### config.mk
export PLATFORM = sky130hd
export DESIGN_NAME = idma_cmd_arbiter
export DESIGN_NICKNAME = d
export VERILOG_FILES = /design/src/rtl/idma_cmd_arbiter.sv
export SDC_FILE = /design/constraint.sdc
export NUM_CORES = 1
export LEC_CHECK = 0
export BUFFER_PORTS_ARGS = -buffer_cell sky130_fd_sc_hd__clkbuf_2
export CORE_ASPECT_RATIO = 0.5
export CORE_MARGIN = 10
export CORE_UTILIZATION = 36
export DETAILED_ROUTE_END_ITERATION = 6
export HOLD_SLACK_MARGIN = 0.05
export PLACE_DENSITY = 0.79
export RECOVER_POWER = 100
export SETUP_SLACK_MARGIN = 0.02
export SYNTH_ARGS = -nofsm -noshare
export SYNTH_HDL_FRONTEND = slang
export SYNTH_SLANG_ARGS = --single-unit
### constraint.sdc
create_clock -name aclk -period 2.5 [get_ports aclk]
set_clock_uncertainty 0.1 [all_clocks]
set_input_delay 0.125 -clock aclk [delete_from_list [all_inputs] [get_ports aclk]]
set_output_delay 0.125 -clock aclk [all_outputs]
set_load 0.005 [all_outputs]
### src/rtl/idma_cmd_arbiter.sv
// Round-robin arbiter sharing one DMA command/status stream pair between N requesters.
// Commands pass through atomically; an in-order tag FIFO steers each status back to its issuer.
module idma_cmd_arbiter #(
    parameter int N     = 3,
    parameter int DEPTH = 4
) (
    input  logic            aclk,
    input  logic            aresetn,
    input  logic [N*32-1:0] cmd_s_tdata,
    input  logic [N-1:0]    cmd_s_tvalid,
    input  logic [N-1:0]    cmd_s_tlast,
    output logic [N-1:0]    cmd_s_tready,
    output logic [31:0]     cmd_m_tdata,
    output logic            cmd_m_tvalid,
    output logic            cmd_m_tlast,
    input  logic            cmd_m_tready,
    input  logic [31:0]     stat_s_tdata,
    input  logic            stat_s_tvalid,
    input  logic            stat_s_tlast,
    output logic            stat_s_tready,
    output logic [31:0]     stat_m_tdata,
    output logic            stat_m_tlast,
    output logic [N-1:0]    stat_m_tvalid,
    input  logic [N-1:0]    stat_m_tready,
    output logic [3:0]      outstanding,
    output logic            busy
);

    localparam int AW = (DEPTH > 1) ? $clog2(DEPTH) : 1;

    typedef enum logic {S_IDLE, S_XFER} state_t;

    state_t      state, state_nx;
    logic [1:0]  grant, last_grant, winner;
    logic        found;
    logic        fifo_full, fifo_empty, push, pop;
    logic [2:0]  wr_ptr, rd_ptr;
    logic [3:0]  count;
    logic [1:0]  head;
    logic [1:0]  tag_mem [1 << AW];

    function automatic logic [2:0] ptr_inc(input logic [2:0] p);
        return (p == 3'(DEPTH - 1)) ? 3'd0 : p + 3'd1;
    endfunction

    assign fifo_full  = (count == 4'(DEPTH));
    assign fifo_empty = (count == 4'd0);
    assign head       = tag_mem[rd_ptr[AW-1:0]];

    // Search starts just after the previous winner so every requester is served in turn.
    always_comb begin
        int idx;
        idx    = 0;
        winner = last_grant;
        found  = 1'b0;
        for (int k = 1; k <= N; k++) begin
            idx = (int'(last_grant) + k) % N;
            if (!found && cmd_s_tvalid[idx]) begin
                found  = 1'b1;
                winner = 2'(idx);
            end
        end
    end

    // NOTE: every output of this block gets a default first so no path leaves a latch behind.
    always_comb begin
        state_nx     = state;
        cmd_m_tdata  = 32'd0;
        cmd_m_tvalid = 1'b0;
        cmd_m_tlast  = 1'b0;
        cmd_s_tready = '0;
        case (state)
            S_IDLE: begin
                if (found && !fifo_full) state_nx = S_XFER;
            end
            S_XFER: begin
                for (int i = 0; i < N; i++) begin
                    if (int'(grant) == i) begin
                        cmd_m_tdata     = cmd_s_tdata[32*i +: 32];
                        cmd_m_tvalid    = cmd_s_tvalid[i];
                        cmd_m_tlast     = cmd_s_tlast[i];
                        cmd_s_tready[i] = cmd_m_tready;
                    end
                end
                if (cmd_m_tvalid && cmd_m_tready && cmd_m_tlast) state_nx = S_IDLE;
            end
            default: state_nx = S_IDLE;
        endcase
    end

    assign push = (state == S_XFER) && cmd_m_tvalid && cmd_m_tready && cmd_m_tlast;

    // Status with no command outstanding is held off rather than dropped.
    always_comb begin
        stat_s_tready = 1'b0;
        stat_m_tvalid = '0;
        if (!fifo_empty) begin
            for (int i = 0; i < N; i++) begin
                if (int'(head) == i) begin
                    stat_m_tvalid[i] = stat_s_tvalid;
                    stat_s_tready    = stat_m_tready[i];
                end
            end
        end
    end

    assign pop          = !fifo_empty && stat_s_tvalid && stat_s_tready && stat_s_tlast;
    assign stat_m_tdata = stat_s_tdata;
    assign stat_m_tlast = stat_s_tlast;
    assign outstanding  = count;
    assign busy         = (state == S_XFER) || !fifo_empty;

    // NOTE: state registers use non-blocking assignments so all of them update from pre-edge values.
    always_ff @(posedge aclk) begin
        if (!aresetn) begin
            state      <= S_IDLE;
            grant      <= 2'd0;
            last_grant <= 2'(N - 1);
            wr_ptr     <= 3'd0;
            rd_ptr     <= 3'd0;
            count      <= 4'd0;
        end else begin
            state <= state_nx;
            if (state == S_IDLE && found && !fifo_full) begin
                grant      <= winner;
                last_grant <= winner;
            end
            if (push) wr_ptr <= ptr_inc(wr_ptr);
            if (pop)  rd_ptr <= ptr_inc(rd_ptr);
            case ({push, pop})
                2'b10:   count <= count + 4'd1;
                2'b01:   count <= count - 4'd1;
                default: count <= count;
            endcase
        end
    end

    // NOTE: tag storage has no reset; an entry is only read after a push has written it.
    always_ff @(posedge aclk) begin
        if (push) tag_mem[wr_ptr[AW-1:0]] <= grant;
    end

endmodule

### Word level (Yosys, flattened, before mapping)

Memory sizes are Yosys's and may differ from the RTL's. A register that Yosys moved wholly into a read port is not among the register bits.
Index checks and enable logic that the tools add are counted.

* $add $sub $neg: 7
* multipliers: 0
* divide/modulo/power cells: 3
* magnitude comparators: 3
* equality and inequality tests: 9
* shift-type cells: 0
* mux-type cells: 51
* bitwise operators: 1
* reductions and logical operators: 22

Operators with widths (count)
* $mux 32: 4
* $lt 32x4->1 const B: 3
* $mod 32x3->32 const B: 3
* $mux 1: 33
* $logic_and 1x1->1: 13
* $mux 3: 4
* $eq 2x2->1 const B: 5
* $mux 2: 5
* $pmux 4 s2: 1
* $add 2x2->3 const B: 2
* $add 3x1->3 const B: 2
* $bmux 1 s2: 3
* $eq 3x2->1 const B: 2
* $add 4x1->4 const B: 1
* $eq 4x3->1 const B: 1
* $logic_not 1->1: 4
* $logic_not 2->1: 2
* $logic_not 4->1: 1
* $sub 4x1->4 const B: 1
* $add 2x1->3 const B: 1
* $eq 2x1->1 const B: 1
* $pmux 1 s2: 1
* $reduce_bool 2->1: 1
* $logic_or 1x1->1: 1
* $not 1->1: 1

* flip-flop bits (word level): 15
* latch bits: 0
* memory bits (writable): 8
* ROM bits: 0
* output and inout port bits: 79
* word-level logic and storage cells: 103
* memories: 1

Memory list
* tag_mem: depth 4, width 2, rd ports 1, clocked after Yosys merged registers in 1, wr ports 1, line 40 `logic [1:0] tag_mem [1 << AW];`

### Depth between registers and ports, before layout

Gate-level depths: netlist of the first run.

* depth in word-level cells: 15
* depth in mapped cells: 13
* gate-level depth less buffers: 11

### Worst setup path before layout of the first run

Ideal clock, no wire load.

* kind: reg-to-reg
* from: register (tool-made name)
* to: register count[2], in the netlist outstanding[2]
* library setup time: 119 ps
* data arrival time: 2537 ps
* required time: 2281 ps
* setup slack: -256 ps
* stages on the path, launching flop included: 12
* period minus slack after synthesis: 2756 ps
* cell sequence: dfxtp_1 mux4_2 mux2i_4 o22ai_4 ha_1 xor2_1 ha_1 xnor2_1 nor2_1 xor2_1 a31oi_1 nor3_2

RTL lines
* end signal, assigned: line 131 `2'b10: count <= count + 4'd1;`
* end signal, assigned: line 132 `2'b01: count <= count - 4'd1;`
* end signal, assigned: line 133 `default: count <= count;`
* end, declared: line 38 `logic [3:0] count;`

==> impl_metrics.toml, run 1 <==
[cts]
cts_max_level = 1
cts_num_sinks = 24
root_buffer = "clkbuf_16"
clock_latency_ns = 0.26
clk_pin_slew_worst_paths_ns = 0.06
clockBufferDepth = 2
cts_tree = "yes"
cts_buffers = 3

[logic_synthesis]
yosysWarnings = 0
ys_seq_area_share_pct = 21.0
avgSynthCellArea_um2 = 7.74
synth_area_mm2 = 0.00267
ys_async_sr_fraction_pct = 0
ys_ff_latch = 24
synth-edff-count = 8
synth_cell_types = 44
syn_nets = 496
syn_inst = 345
synthFlopType = "dfxtp_1"

[min_path]
whs_path_depth = 0
holdCritStartpoint = "stat_s_tdata[12]"
hold_path.class = "input pin to output pin"

[sta]
rsz0062_at_grt = "true"
min_period_ns = 2.66
setup-violations-final = 2
tightest_slew_ns = 0.917
worst_slack_ns = -0.162
timing.final.crit_share_pct = 106
max_freq_mhz = 376
whs_ns = 0.150
hold_viol_final = 0
max-slew-margin-rel_pct = 38.9
final_max_slew_viol_count = 0

[pwr]
p_clk_share_pct = 25.0
p_seq_share_pct = 25.0
pwr-share-comb_pct = 49.9
intPower_w = 0.00117
p_leak_nw = 1.61
p_sw_share_pct = 35.1
p_switching_w = 0.000636
power_w = 0.00181
ir_worst_vdd_uv = 253
p_per_area_mw_per_mm2 = 519

[status]
status = "finished, violations left"
failed_checks = "negative setup slack"

[floorplan]
initial_core_util_pct = 36.7
core_mm2 = 0.00727
chipHeight_um = 80.9
die_x_um = 142
io-pin-count = 221
rows = 22
die-area_mm2 = 0.0115

[route]
dr_total_vias = 2724
avgRoutedWirePerCell_um = 14.9
vias_per_cell = 4.83
drtIter0Drc = 115
first_pass_iters = 4
ant_nets = 0
drc = 0
routed_wl_um = 8400

[final_layout]
mostFrequentLayoutCells = "151 x clkbuf_2, 40 x mux2i_1, 39 x nand2_1"
nets = 620
drive_gt1_share_pct = 39.3
syn_to_final_growth_pct = 30.6
finalInstanceArea_mm2 = 0.00349
regArea_um2 = 562
diodes = 0
utilization_pct = 48.0
layout_commonest_cell = "clkbuf_2"
fill_cells = 733
multi_input_area_mm2 = 0.00174

[setup_path]
regToRegSetupSlack_ns = -0.16
crit_buf_inv = 0
r2r-end = "outstanding[2]"
path_depth = 11
cp-end-kind = "flip-flop"
required_ns = 2.53
crit_path_frequent_cell = "xor2_1"
cp-start-kind = "flip-flop"
slowest_stage = "mux4_2"
path_class = "flip-flop to flip-flop"
path_max_fanout = 3
critPathMaxStageDelay_ns = 0.56
r2r_cells = 11
cp-endpoint = "outstanding[2]"
critPathTopFamily = "multiplexers"
crit_chain = "mux4_2, mux2i_4, o22ai_4, ha_4, xor2_1, ha_2, xnor2_2, nor2_2, xor2_1, a31oi_1, nor3_2"
cp_data_arrival_time_ns = 2.69

[placed_design]
port_buffers = 156
dp_hpwl_um = 6980
dpl-instance-area_mm2 = 0.00336
gp_congestion = 0.799

[global_route]
grt_max_degree = 39
grt-ovfl-total = 0
antenna_found_initial = 0
grt_pass1_wl_um = 13300
grt_pass1_vias = 2825
grtUsageTotal_pct = 13.6

[job]
maxCapViolations = 0
## cell type report
class                           count  area share (%)
Clock buffer                        3            2.15
Clock inverter                      1           0.861
Inverter                           14            1.51
Multi-Input combinational cell    250            50.0
Sequential cell                    24            16.1
Tap cell                           96            3.44
Timing Repair Buffer              176            25.9
## flip-flops by register name, summed over array words and instances, names as in the netlist, named ones only
register     flops
tag_mem          8
outstanding      4
rd_ptr           3
wr_ptr           3
grant            2
last_grant       1
state            1
## per-stage QoR
| stage | instances | TNS [ns] | worst slack [ns] |
|---|---|---|---|
| finish | 564 | -0.263 | -0.162 |
| global route | 564 | -0.702 | -0.280 |
| detailed placement | 556 | -0.222 | -0.128 |
| floorplan | 345 | -0.271 | -0.143 |
| global placement | 556 | -0.0953 | -0.0522 |
| CTS | 562 | -0.136 | -0.136 |
## power by group through the flow
stage / clock network, W / registers, W / logic (W)
6_report: 0.000454 / 0.000453 / 0.000904
5_1_grt: 0.000480 / 0.000457 / 0.00102
4_1_cts: 0.000462 / 0.000453 / 0.000935
3_5_place_dp: 0 / 0.000461 / 0.000929
3_3_place_gp: 0 / 0.000461 / 0.000910
2_1_floorplan: 0 / 0.000456 / 0.000624
## kinds of logic after synthesis
kind of cell / Yosys count / share of synthesized area, %
AO/OA/AOI/OAI: 64 / 15.2
XOR/XNOR: 5 / 1.64
adder cells (fa/ha/maj): 11 / 4.97
multiplexers: 43 / 17.5
AND/OR/NAND/NOR: 127 / 24.6
buffers and inverters: 71 / 15.0
flip-flops: 24 / 21.0
## layer usage
metal | share of wire (%) | global-route usage (%) | vias to the layer above
met5 | 0 | 0 | -
met2 | 52 | 25.6 | 96
met1 | 38 | 14.4 | 1235
met4 | 1.1 | 3.55 | 0
met3 | 8.8 | 4.95 | 10
li1 | - | - | 1383
## worst min path at each step
stage	slack (ns)	to
floorplan	0.11	last_grant[1]
CTS	0.15	stat_m_tdata[11]
global route	0.15	stat_m_tdata[17]
global placement	0.15	stat_m_tdata[11]
detailed placement	0.15	stat_m_tdata[11]
finish	0.15	stat_m_tdata[12]
## cells in the mapped netlist, drive strengths merged, types with 2 or more instances
library cell	n	area, µm²
nand3b	2	27.5
mux4	2	45.0
xnor2	2	17.5
mux2i	41	423
buf	42	293
nand2	39	146
nor2b	6	37.5
nand3	2	10.0
maj3	2	20.0
o21ai	36	180
edfxtp	8	240
nor2	24	90.1
inv	14	52.6
xor2	3	26.3
a31oi	2	12.5
o211ai	3	22.5
and2	35	219
o2bb2ai	4	35.0
dfxtp	16	320
ha	9	113
o211a	2	20.0
clkbuf	15	56.3
nor3	6	40.0
nand2b	7	43.8
a21oi	8	40.0
## repair_timing
item / 4_1_cts / 5_1_grt
pin swaps: 1 / 4
hold endpoints to repair: 1 / 0
buffers inserted: 1 / 2
resized for setup: 4 / 1
hold buffers: 1 / 0
endpoints found under the setup margin: 2 / 2
No activity file was read; power rests on OpenSTA's default activity.
==> run 2: changes to the inputs <==
--- a/config.mk
+++ b/config.mk
@@ -8,10 +8,10 @@
 export BUFFER_PORTS_ARGS = -buffer_cell sky130_fd_sc_hd__clkbuf_2
 export CORE_ASPECT_RATIO = 0.5
 export CORE_MARGIN = 10
-export CORE_UTILIZATION = 36
+export CORE_UTILIZATION = 40
 export DETAILED_ROUTE_END_ITERATION = 6
 export HOLD_SLACK_MARGIN = 0.05
-export PLACE_DENSITY = 0.79
+export PLACE_DENSITY = 0.83
 export RECOVER_POWER = 100
 export SETUP_SLACK_MARGIN = 0.02
 export SYNTH_ARGS = -nofsm -noshare
==> constraint.sdc (replaced) <==
create_clock -name aclk -period 3 [get_ports aclk]
set_clock_uncertainty 0.1 [all_clocks]
set_input_delay 0.15 -clock aclk [delete_from_list [all_inputs] [get_ports aclk]]
set_output_delay 0.15 -clock aclk [all_outputs]
set_load 0.005 [all_outputs]
==> run 2 against run 1 <==
Effect of this change:
- the run now ends clean
- hold slack lost 0.091 ns
- sequential power shrank 15%
- global-route usage is 1.4 points higher
- clock power is 36% lower
- fmax down 4.7%
- combinational power is 18% lower
- power shrank 22%
- utilization is 5.1 points higher
- sequential share of layout area is 0.77 points higher
- die area down 8.1%
- setup slack better by 0.37 ns
- largest cell class unchanged
- largest power group unchanged
- highest routed layer unchanged
==> impl_metrics.toml, run 2 (synthesis results as in run 1) <==
[route]
avgRoutedWirePerCell_um = 15.3
routed_wl_um = 8330
drtIter0Drc = 97
first_pass_iters = 4
dr_total_vias = 2654
drc = 0
ant_nets = 0
vias_per_cell = 4.87

[setup_path]
cp-start-kind = "flip-flop"
crit_path_frequent_cell = "xor2_1"
cp_data_arrival_time_ns = 2.82
crit_buf_inv = 0
critPathMaxStageDelay_ns = 0.59
slowest_stage = "mux4_2"
cp-end-kind = "flip-flop"
critPathTopFamily = "multiplexers"
path_class = "flip-flop to flip-flop"
path_max_fanout = 6
crit_chain = "mux4_2, mux2i_4, o22ai_4, ha_2, xor2_1, ha_1, xnor2_1, nor2_1, xor2_1, a31oi_1, nor3_2"
required_ns = 3.03

[pwr]
intPower_w = 0.000886
p_sw_share_pct = 37.2
p_seq_share_pct = 27.1
p_per_area_mw_per_mm2 = 424
pwr-share-comb_pct = 52.3
ir_worst_vdd_uv = 184
p_leak_nw = 1.51
p_clk_share_pct = 20.6
p_switching_w = 0.000524

[placed_design]
dp_hpwl_um = 6940
placed_cells = 541
port_buffers = 156
gp_congestion = 0.793

[cts]
clock_latency_ns = 0.26
clockBufferDepth = 2
root_buffer = "clkbuf_16"
cts_num_sinks = 24
hold_buffers = 0
cts_max_level = 1
clk_pin_slew_worst_paths_ns = 0.06
cts_tree = "yes"
cts_buffers = 3

[min_path]
hold_path.class = "input pin to flip-flop"

[global_route]
grt_pass1_vias = 2786
antenna_found_initial = 0
grt-ovfl-total = 0
grt_pass1_wl_um = 13500
grt_max_degree = 39
grtUsageTotal_pct = 15.0

[final_layout]
drive_gt1_share_pct = 35.0
mostFrequentLayoutCells = "144 x clkbuf_2, 40 x mux2i_1, 39 x nand2_1"
layout_commonest_cell = "clkbuf_2"
stdcell_count = 545
diodes = 0
nets = 609
syn_to_final_growth_pct = 24.4
largest_reg_flops = 8

[sta]
hold_viol_final = 0
tightest_slew_ns = 1.07
finalSetupTns_ns = 0
max-slew-margin-rel_pct = 28.7
min_period_ns = 2.79
final_max_slew_viol_count = 0
setup-violations-final = 0
timing.final.crit_share_pct = 93.1
max_freq_mhz = 358
rsz0062_at_grt = "false"

[job]
maxCapViolations = 0

[floorplan]
core_mm2 = 0.00626
chipHeight_um = 77.8
io-pin-count = 221
rows = 20
die-area_mm2 = 0.0105
die_x_um = 136
initial_core_util_pct = 42.7

[status]
status = "complete, no violations"
[run 2: timing repair]
item,CTS,global route
setup endpoints to repair,0,2
setup buffers,0,0
resized for setup,0,1
[run 2: power by group through the flow]
stage,Clock [W],Combinational [W],Sequential (W)
after floorplan,0,0.000517,0.000380
after global placement,0,0.000751,0.000389
after detailed placement,0,0.000762,0.000390
after CTS,0.000292,0.000766,0.000383
after global routing,0.000305,0.000840,0.000385
final,0.000290,0.000738,0.000383
[run 2: area by class of cell]
| cell class | instances | area, µm² |
|---|---|---|
| clock buffer | 4 | 78.8 |
| fill | 645 | 2930 |
| inverter | 14 | 52.6 |
| multi-input combinational | 250 | 1710 |
| sequential | 24 | 561 |
| tap | 88 | 110 |
| timing repair buffer | 165 | 815 |
[run 2: metrics by stage]
step                area, µm²  hold slack [ns]  worst slack, ns  utilization, %  total power (W)
floorplan                2670            0.139            0.244               -         0.000897
global placement         3280            0.200            0.273            52.5          0.00114
detailed placement       3280            0.200            0.142            52.5          0.00115
CTS                      3360           0.0544            0.132            53.7          0.00144
global route             3320           0.0607           0.0317            53.1          0.00153
finish                   3320           0.0594            0.207            53.1          0.00141
[run 2: final timing paths]
check                  from             end  slack [ns]  depth (start not counted)
setup / recovery  flip-flop  outstanding[2]        0.21                         11
hold / removal      aresetn   last_grant[1]        0.06                          2
setup reg to reg  flip-flop  outstanding[2]        0.21                         11
hold reg to reg   wr_ptr[2]       wr_ptr[2]        0.34                          2
[run 2: worst reg2reg max path: stages (launching register included)]
cell and delay (ns):
dfxtp_1 0.39, mux4_2 0.59, mux2i_4 0.23, o22ai_4 0.18, ha_2 0.25, xor2_1 0.17, ha_1 0.19, xnor2_1 0.12
nor2_1 0.07, xor2_1 0.14, a31oi_1 0.18, nor3_2 0.07
[run 2: routing by layer]
layer / share of wire, % / track usage, %
met1: 39 / 16.1
met3: 9.6 / 6.04
met4: 1.8 / 5.45
met5: 0 / 0
met2: 50 / 26.2
